<file path="config.mk">
export PLATFORM = sky130hd
export DESIGN_NAME = uart_rx
export DESIGN_NICKNAME = d
export VERILOG_FILES = /design/src/rtl/uart_rx.sv
export SDC_FILE = /design/constraint.sdc
export NUM_CORES = 1
export LEC_CHECK = 0
export ABC_AREA = 0
export ABC_CLOCK_PERIOD_IN_PS = 2310
export CORE_UTILIZATION = 40
export DETAILED_ROUTE_END_ITERATION = 6
export PLACE_DENSITY = 0.59
export SETUP_SLACK_MARGIN = 0.1
export SLEW_MARGIN = 20
export SYNTH_ARGS = -nofsm -noshare
export SYNTH_HDL_FRONTEND = slang
export SYNTH_SLANG_ARGS = --single-unit
</file>
<file path="constraint.sdc">
create_clock -name clk -period 2.31 [get_ports clk]
set_input_delay 0.462 -clock clk [delete_from_list [all_inputs] [get_ports clk]]
set_output_delay 0.462 -clock clk [all_outputs]
set_load 0.02 [all_outputs]
</file>
<file path="src/rtl/uart_rx.sv">
// uart_rx: 8N1 UART receiver with mid-bit sampling and one-cycle result pulses.
// Define UART_RX_PARITY_EN to add an even-parity bit (8E1) and the parity error pulse.
module uart_rx #(
   parameter int CLKS_PER_BIT = 434
) (
   input  logic       clk,
   input  logic       rst,
   input  logic       uart_rxd,
   output logic       uart_rx_valid,
   output logic [7:0] uart_rx_data,
   output logic       uart_rx_frame_err,
   output logic       uart_rx_parity_err,
   output logic       uart_rx_busy
);

   localparam logic [15:0] HALF_BIT = 16'(CLKS_PER_BIT / 2 - 1);
   localparam logic [15:0] FULL_BIT = 16'(CLKS_PER_BIT - 1);

`ifdef UART_RX_PARITY_EN
   typedef enum logic [2:0] {S_IDLE, S_START, S_DATA, S_PARITY, S_STOP} state_t;
`else
   typedef enum logic [2:0] {S_IDLE, S_START, S_DATA, S_STOP} state_t;
`endif

   state_t      r_state;
   logic [15:0] r_cnt;
   logic [2:0]  r_bit_idx;
   logic [7:0]  r_shift;
   logic [7:0]  r_data;
   logic        r_sync1;
   logic        r_sync2;
   logic        r_prev;
   logic        r_valid;
   logic        r_frame_err;
`ifdef UART_RX_PARITY_EN
   logic        r_parity_bit;
   logic        r_parity_err;
   logic        w_parity_bad;
`endif

   logic w_fall;
   logic w_bit_end;

   assign w_fall    = r_prev & ~r_sync2;
   assign w_bit_end = (r_cnt == FULL_BIT);
`ifdef UART_RX_PARITY_EN
   assign w_parity_bad = ^{r_shift, r_parity_bit};
`endif

   always_ff @(posedge clk or posedge rst) begin
      if (rst) begin
         r_state     <= S_IDLE;
         r_cnt       <= '0;
         r_bit_idx   <= '0;
         r_shift     <= '0;
         r_data      <= '0;
         r_sync1     <= 1'b1;
         r_sync2     <= 1'b1;
         r_prev      <= 1'b1;
         r_valid     <= 1'b0;
         r_frame_err <= 1'b0;
`ifdef UART_RX_PARITY_EN
         r_parity_bit <= 1'b0;
         r_parity_err <= 1'b0;
`endif
      end else begin
         r_sync1     <= uart_rxd;
         r_sync2     <= r_sync1;
         r_prev      <= r_sync2;
         r_valid     <= 1'b0;
         r_frame_err <= 1'b0;
`ifdef UART_RX_PARITY_EN
         r_parity_err <= 1'b0;
`endif
         case (r_state)
            S_IDLE: begin
               r_cnt <= '0;
               if (w_fall)
                  r_state <= S_START;
            end
            // Re-check the start bit at its centre to reject glitches.
            S_START: begin
               if (r_cnt == HALF_BIT) begin
                  r_cnt     <= '0;
                  r_bit_idx <= '0;
                  r_state   <= r_sync2 ? S_IDLE : S_DATA;
               end else begin
                  r_cnt <= r_cnt + 16'd1;
               end
            end
            S_DATA: begin
               if (w_bit_end) begin
                  r_cnt   <= '0;
                  r_shift <= {r_sync2, r_shift[7:1]};
                  if (r_bit_idx == 3'd7) begin
`ifdef UART_RX_PARITY_EN
                     r_state <= S_PARITY;
`else
                     r_state <= S_STOP;
`endif
                  end else begin
                     r_bit_idx <= r_bit_idx + 3'd1;
                  end
               end else begin
                  r_cnt <= r_cnt + 16'd1;
               end
            end
`ifdef UART_RX_PARITY_EN
            S_PARITY: begin
               if (w_bit_end) begin
                  r_cnt        <= '0;
                  r_parity_bit <= r_sync2;
                  r_state      <= S_STOP;
               end else begin
                  r_cnt <= r_cnt + 16'd1;
               end
            end
`endif
            // Leave at mid-stop so a back-to-back start edge is still caught.
            S_STOP: begin
               if (w_bit_end) begin
                  r_cnt   <= '0;
                  r_state <= S_IDLE;
                  if (!r_sync2) begin
                     r_frame_err <= 1'b1;
`ifdef UART_RX_PARITY_EN
                  end else if (w_parity_bad) begin
                     r_parity_err <= 1'b1;
`endif
                  end else begin
                     r_data  <= r_shift;
                     r_valid <= 1'b1;
                  end
               end else begin
                  r_cnt <= r_cnt + 16'd1;
               end
            end
            default: begin
               r_cnt   <= '0;
               r_state <= S_IDLE;
            end
         endcase
      end
   end

   assign uart_rx_valid     = r_valid;
   assign uart_rx_data      = r_data;
   assign uart_rx_frame_err = r_frame_err;
   assign uart_rx_busy      = (r_state != S_IDLE);
`ifdef UART_RX_PARITY_EN
   assign uart_rx_parity_err = r_parity_err;
`else
   assign uart_rx_parity_err = 1'b0;
`endif

endmodule

</file>
==> flow_metrics.env, run 1 <==
export IMPL_worstPathMaxFanout=9
export IMPL_die_area_mm2=0.005298
export IMPL_worstSetupEndpointType="output port"
export IMPL_rsz0062_at_grt="no"
export IMPL_cts_tree="yes"
export IMPL_rr_worst_depth=6
export IMPL_routabilityCongestion=0.7680
export IMPL_yosys_register_bits=42
export IMPL_antennaDiodeCount=0
export IMPL_die_x_um=72.79
export IMPL_p_total_mw=1.513
export IMPL_synth_top_area_share_pct=48.69
export IMPL_drt_iter0_drc=57
export IMPL_vias=1265
export IMPL_cp_endpoint="uart_rx_busy"
export IMPL_max_freq_mhz=481.4
export IMPL_ys_async_sr_fraction_pct=100.0
export IMPL_drive_above_1_share_pct=20.54
export IMPL_synth_cell_types=38
export IMPL_ios=15
export IMPL_nFillCells=452
export IMPL_drv_slew=0
export IMPL_final_hold_viol_count=0
export IMPL_dp_hpwl_mm=2.398
export IMPL_syn_inst=168
export IMPL_syn_avg_cell_area_um2=11.93
export IMPL_r2r_slack_ns=0.44
export IMPL_clk_pin_slew_worst_paths_ns=0.08
export IMPL_clock_sinks=42
export IMPL_netlist_area_mm2=0.002004
export IMPL_synth_area_top_cells="dfrtp_1 (49%), mux2_4 (6.0%), xnor2_1 (5.2%), mux2_2 (4.5%), dfstp_2 (3.9%)"
export IMPL_relSlewSlack_pct=65.55
export IMPL_die_h_um=72.79
export IMPL_total_leakage_power_nw=0.9858
export IMPL_required_ns=1.85
export IMPL_first_pass_iters=4
export IMPL_setup_viol=0
export IMPL_num_rows=25
export IMPL_antenna_left=0
export IMPL_htreeDepth=2
export IMPL_finalCriticalPeriod_ns=2.077
export IMPL_cts_buffer_depth=2
export IMPL_powerDensity_mw_per_mm2=665.8
export IMPL_crit_start="r_state[1]"
export IMPL_synth_edf_count=0
export IMPL_core_area_mm2=0.004786
export IMPL_grt_usage_pct=15.37
export IMPL_grt_remaining_overflow=0
export IMPL_hold_path_class="reg -> reg"
export IMPL_hold_buffers=0
export IMPL_fin_tns_setup_ns=0
export IMPL_synth_seq_area_share_pct=52.62
export IMPL_yosysTopAreaCell="dfrtp_1"
export IMPL_vdd_ir_drop_max_v=0.0003605
export IMPL_critPathKind="reg -> out"
export IMPL_fin_crit_sh_pct=89.93
export IMPL_viasPerCell=5.020
export IMPL_grt_pass1_vias=1318
export IMPL_hold_slack_ns=0.3609
export IMPL_antenna_found_initial=0
export IMPL_syn2layout_area_growth_pct=13.36
export IMPL_postCtsSetupBuffers=0
export IMPL_timing_rr_start="r_cnt[1]"
export IMPL_arrival_ns=1.62
export IMPL_finalNetCount=192
export IMPL_initial_core_util_pct=41.88
export IMPL_status="finished, final reports clean"
export IMPL_numCtsBuffers=5
export IMPL_synth_fp_nets=176
export IMPL_cts_resized=0
export IMPL_clock_latency_ns=0.30
export IMPL_worstHoldStart="r_sync1"
export IMPL_skew_ns=0.006077
export IMPL_wire_per_inst_um=13.48
export IMPL_yosys_warnings=0
export IMPL_root_buffer="clkbuf_8"
export IMPL_r2r_end="r_shift[1]"
export IMPL_cp_start_kind="flop"
export IMPL_cap_violations=0
export IMPL_instances_no_fill=252
export IMPL_synth_top_flop_cell="dfrtp_1"
export IMPL_grt_max_degree=43
export IMPL_place_inst=244
export IMPL_drc=0
export IMPL_tightest_slew_ns=0.5168
export IMPL_portBuffers=13
export IMPL_routed_wl_mm=3.396
export IMPL_grt_first_pass_wirelength_mm=6.127
## per-stage QoR
step,setup WS (ns),cell area [µm²],utilization [%]
after global routing,0.1401,2272,47.48
after CTS,0.1370,2270,47.42
after floorplan,0.4820,2004,-
after global placement,0.4964,2176,45.46
final,0.2327,2272,47.48
after detailed placement,0.4343,2176,45.46
## layout by cell type, fill, tap and decap left out, types with 2 or more instances in the layout
master,netlist,layout
nand2_1,11,11
mux2i_1,3,3
nor3b_1,2,2
clkdlybuf4s50_1,0,13
inv_1,7,7
nand4_1,4,4
nor2b_1,3,3
nand2b_1,3,3
clkbuf_8,0,5
a31o_2,3,3
mux2_2,8,8
nor4_2,2,2
nand3_1,5,5
nor4_1,4,4
buf_4,4,3
dfstp_2,3,3
nor2_1,18,17
dfrtp_1,39,39
xnor2_1,12,12
nor3_1,5,5
ha_1,5,5
xor2_1,2,2
mux2_4,8,8
## logic make-up after synthesis
| group | after synthesis | synth area share [%] |
|---|---|---|
| AO/OA/AOI/OAI | 7 | 3.246 |
| adder cells (fa/ha/maj) | 5 | 3.121 |
| XOR/XNOR | 14 | 6.117 |
| other | 1 | 0.1871 |
| multiplexers | 19 | 11.99 |
| AND/OR/NAND/NOR | 66 | 18.16 |
| buffers and inverters | 14 | 4.557 |
| flip-flops | 42 | 52.62 |
## worst min-delay path by stage
stage | to | cells past startpoint
2_1_floorplan | r_sync2 | 0
3_5_place_dp | r_sync2 | 0
5_1_grt | r_sync2 | 0
4_1_cts | r_sync2 | 0
6_report | r_sync2 | 0
3_3_place_gp | r_sync2 | 0
## cell type report
class / instances / area [µm²] / share of cell area (%)
Multi-Input combinational cell: 112 / 860.8 / 37.89
Clock inverter: 3 / 25.02 / 1.101
Tap cell: 67 / 83.83 / 3.689
Clock buffer: 5 / 68.82 / 3.029
Timing Repair Buffer: 16 / 152.6 / 6.718
Sequential cell: 42 / 1055 / 46.42
Inverter: 7 / 26.28 / 1.156
## state kept, by name (all words and copies together) (netlist names)
name and count:
r_cnt 16, r_shift 8, uart_rx_data 8, r_bit_idx 3, r_state 2, r_prev 1, r_sync1 1, r_sync2 1
uart_rx_frame_err 1, uart_rx_valid 1
## synthesized netlist by cell type (2+ instances only)
cell type,number
mux2_2,8
nand4_1,4
nor4_1,4
mux2_4,8
nor3b_1,2
buf_4,4
nand2b_1,3
xor2_1,2
nand2_1,11
dfrtp_1,39
nand3_1,5
mux2i_1,3
nor3_1,5
ha_1,5
xnor2_1,12
nor2b_1,3
inv_1,7
dfstp_2,3
nor4_2,2
nor2_1,18
a31o_2,3
## worst max-delay path: stages (launching register included)
cell and delay [ns]:
dfrtp_1 0.48, nor2_2 0.24, inv_1 0.06, clkdlybuf4s50_1 0.53
## per-layer routing
metal / global-route usage [%] / share of wire, % / vias to the layer above
met5: 0 / 0 / -
met4: 9.586 / 2.7 / 0
met3: 4.282 / 2.8 / 9
met2: 24.40 / 48 / 20
met1: 18.47 / 47 / 628
li1: - / - / 608
## power by group
group | internal [mW] | total [mW] | switching (mW)
Sequential | 0.779 | 0.838 | 0.0583
Clock | 0.218 | 0.489 | 0.271
Combinational | 0.0795 | 0.186 | 0.107
(Power assumes the default switching activity.)
==> run 2: changes to the inputs <==
--- a/config.mk
+++ b/config.mk
@@ -8,7 +8,9 @@
 export ABC_AREA = 0
 export ABC_CLOCK_PERIOD_IN_PS = 2310
 export CORE_UTILIZATION = 40
+export CTS_CLUSTER_SIZE = 40
 export DETAILED_ROUTE_END_ITERATION = 6
+export MAX_ROUTING_LAYER = met4
 export PLACE_DENSITY = 0.59
 export SETUP_SLACK_MARGIN = 0.1
 export SLEW_MARGIN = 20
==> flow_metrics.env, run 2 (synthesis gave the netlist of run 1 again) <==
export IMPL_status="finished, final reports clean"
export IMPL_antenna_left=0
export IMPL_syn2layout_area_growth_pct=13.36
export IMPL_wl_met3_um=91
export IMPL_regArea_mm2=0.001055
export IMPL_cp_start_kind="flop"
export IMPL_grt_pass1_vias=1318
export IMPL_vdd_ir_drop_max_v=0.0003605
export IMPL_worstSetupEndpointType="output port"
export IMPL_cp_endpoint="uart_rx_busy"
export IMPL_finalNetCount=192
export IMPL_max_freq_mhz=481.4
export IMPL_top_register="r_cnt"
export IMPL_die_area_mm2=0.005298
export IMPL_skew_ns=0.006075
export IMPL_drv_slew=0
export IMPL_nFillCells=452
export IMPL_tightest_slew_ns=0.5168
export IMPL_cts_buffer_depth=2
export IMPL_drt_iter0_drc=57
export IMPL_htreeDepth=2
export IMPL_routabilityCongestion=0.7782
export IMPL_grt_usage_pct=15.83
export IMPL_dp_hpwl_mm=2.398
export IMPL_die_x_um=72.79
export IMPL_cts_tree="yes"
export IMPL_layout_common_cells="dfrtp_1 (39), nor2_1 (17), clkdlybuf4s50_1 (13)"
export IMPL_rsz0062_at_grt="no"
export IMPL_postCtsSetupBuffers=0
export IMPL_grt_first_pass_wirelength_mm=6.127
export IMPL_routed_wl_mm=3.398
export IMPL_r2r_end="r_shift[1]"
export IMPL_grt_max_degree=43
export IMPL_arrival_ns=1.62
export IMPL_grt_remaining_overflow=0
export IMPL_numCtsBuffers=5
export IMPL_vias=1265
export IMPL_fin_tns_setup_ns=0
export IMPL_portBuffers=13
export IMPL_core_area_mm2=0.004786
export IMPL_wire_per_inst_um=13.48
export IMPL_num_rows=25
export IMPL_drc=0
export IMPL_clock_sinks=42
export IMPL_relSlewSlack_pct=65.55
export IMPL_wl_met2_mm=1.622
export IMPL_powerDensity_mw_per_mm2=665.8
export IMPL_hold_path_class="reg -> reg"
export IMPL_setup_viol=0
export IMPL_largest_reg_flops=16
export IMPL_viasPerCell=5.020
export IMPL_multi_input_area_um2=860.8
export IMPL_worstPathMaxFanout=9
export IMPL_clk_pin_slew_worst_paths_ns=0.08
export IMPL_die_h_um=72.79
export IMPL_top_layer="met4"
export IMPL_first_pass_iters=4
export IMPL_finalCriticalPeriod_ns=2.077
export IMPL_final_core_util_pct=47.48
export IMPL_crit_start="r_state[1]"
export IMPL_root_buffer="clkbuf_8"
export IMPL_antennaDiodeCount=0
export IMPL_initial_core_util_pct=41.88
export IMPL_total_leakage_power_nw=0.9858
export IMPL_fin_crit_sh_pct=89.92
export IMPL_wl_met1_mm=1.590
export IMPL_antenna_found_initial=0
export IMPL_final_hold_viol_count=0
export IMPL_mostFrequentLayoutCell="dfrtp_1"
export IMPL_ios=15
export IMPL_drive_above_1_share_pct=20.54
export IMPL_cap_violations=0
export IMPL_critPathKind="reg -> out"
export IMPL_rr_worst_depth=6
export IMPL_required_ns=1.85
export IMPL_clock_latency_ns=0.30
export IMPL_r2r_slack_ns=0.44
export IMPL_timing_rr_start="r_cnt[1]"
[run 2: per-layer routing]
metal | up-vias | global-route usage (%)
met1 | 630 | 18.47
met5 | - | -
met2 | 18 | 24.40
li1 | 608 | -
met4 | 0 | 9.586
met3 | 9 | 4.282
[run 2: power breakdown]
group	switching, mW	total, mW	internal, mW
Clock	0.271	0.489	0.218
Combinational	0.107	0.186	0.0795
Sequential	0.0583	0.838	0.779
[run 2: final cells by class]
cell class,count,share of cell area [%]
clock buffer,5,3.029
clock inverter,3,1.101
inverter,7,1.156
multi-input combinational,112,37.89
sequential,42,46.42
tap,67,3.689
timing repair buffer,16,6.718
[run 2: metrics by stage]
step / worst slack, ns / cell area [µm²] / power [mW] / std cells / hold slack, ns
after detailed placement: 0.4343 / 2176 / 1.038 / 244 / 0.3476
after global routing: 0.1401 / 2272 / 1.599 / 252 / 0.3674
after global placement: 0.4964 / 2176 / 1.031 / 244 / 0.3495
after CTS: 0.1370 / 2270 / 1.536 / 252 / 0.3623
after floorplan: 0.4820 / 2004 / 0.9859 / 168 / 0.3452
final: 0.2328 / 2272 / 1.513 / 252 / 0.3609
[run 2: worst min path at each step]
| stage | from | end | slack (ns) | cells after the start |
|---|---|---|---|---|
| 2_1_floorplan | r_sync1 | r_sync2 | 0.35 | 0 |
| 3_3_place_gp | r_sync1 | r_sync2 | 0.35 | 0 |
| 3_5_place_dp | r_sync1 | r_sync2 | 0.35 | 0 |
| 4_1_cts | r_sync1 | r_sync2 | 0.36 | 0 |
| 5_1_grt | r_sync1 | r_sync2 | 0.37 | 0 |
| 6_report | r_sync1 | r_sync2 | 0.36 | 0 |
[run 2: repair_timing]
action / 4_1_cts / 5_1_grt
hold buffers: 0 / 0
endpoints found under the setup margin: 0 / 1
gates resized for setup: 0 / 1
[run 2: critical path, cell delays in order (launching register included)]
cell and delay, ns:
dfrtp_1 0.48, nor2_2 0.24, inv_1 0.06, clkdlybuf4s50_1 0.53
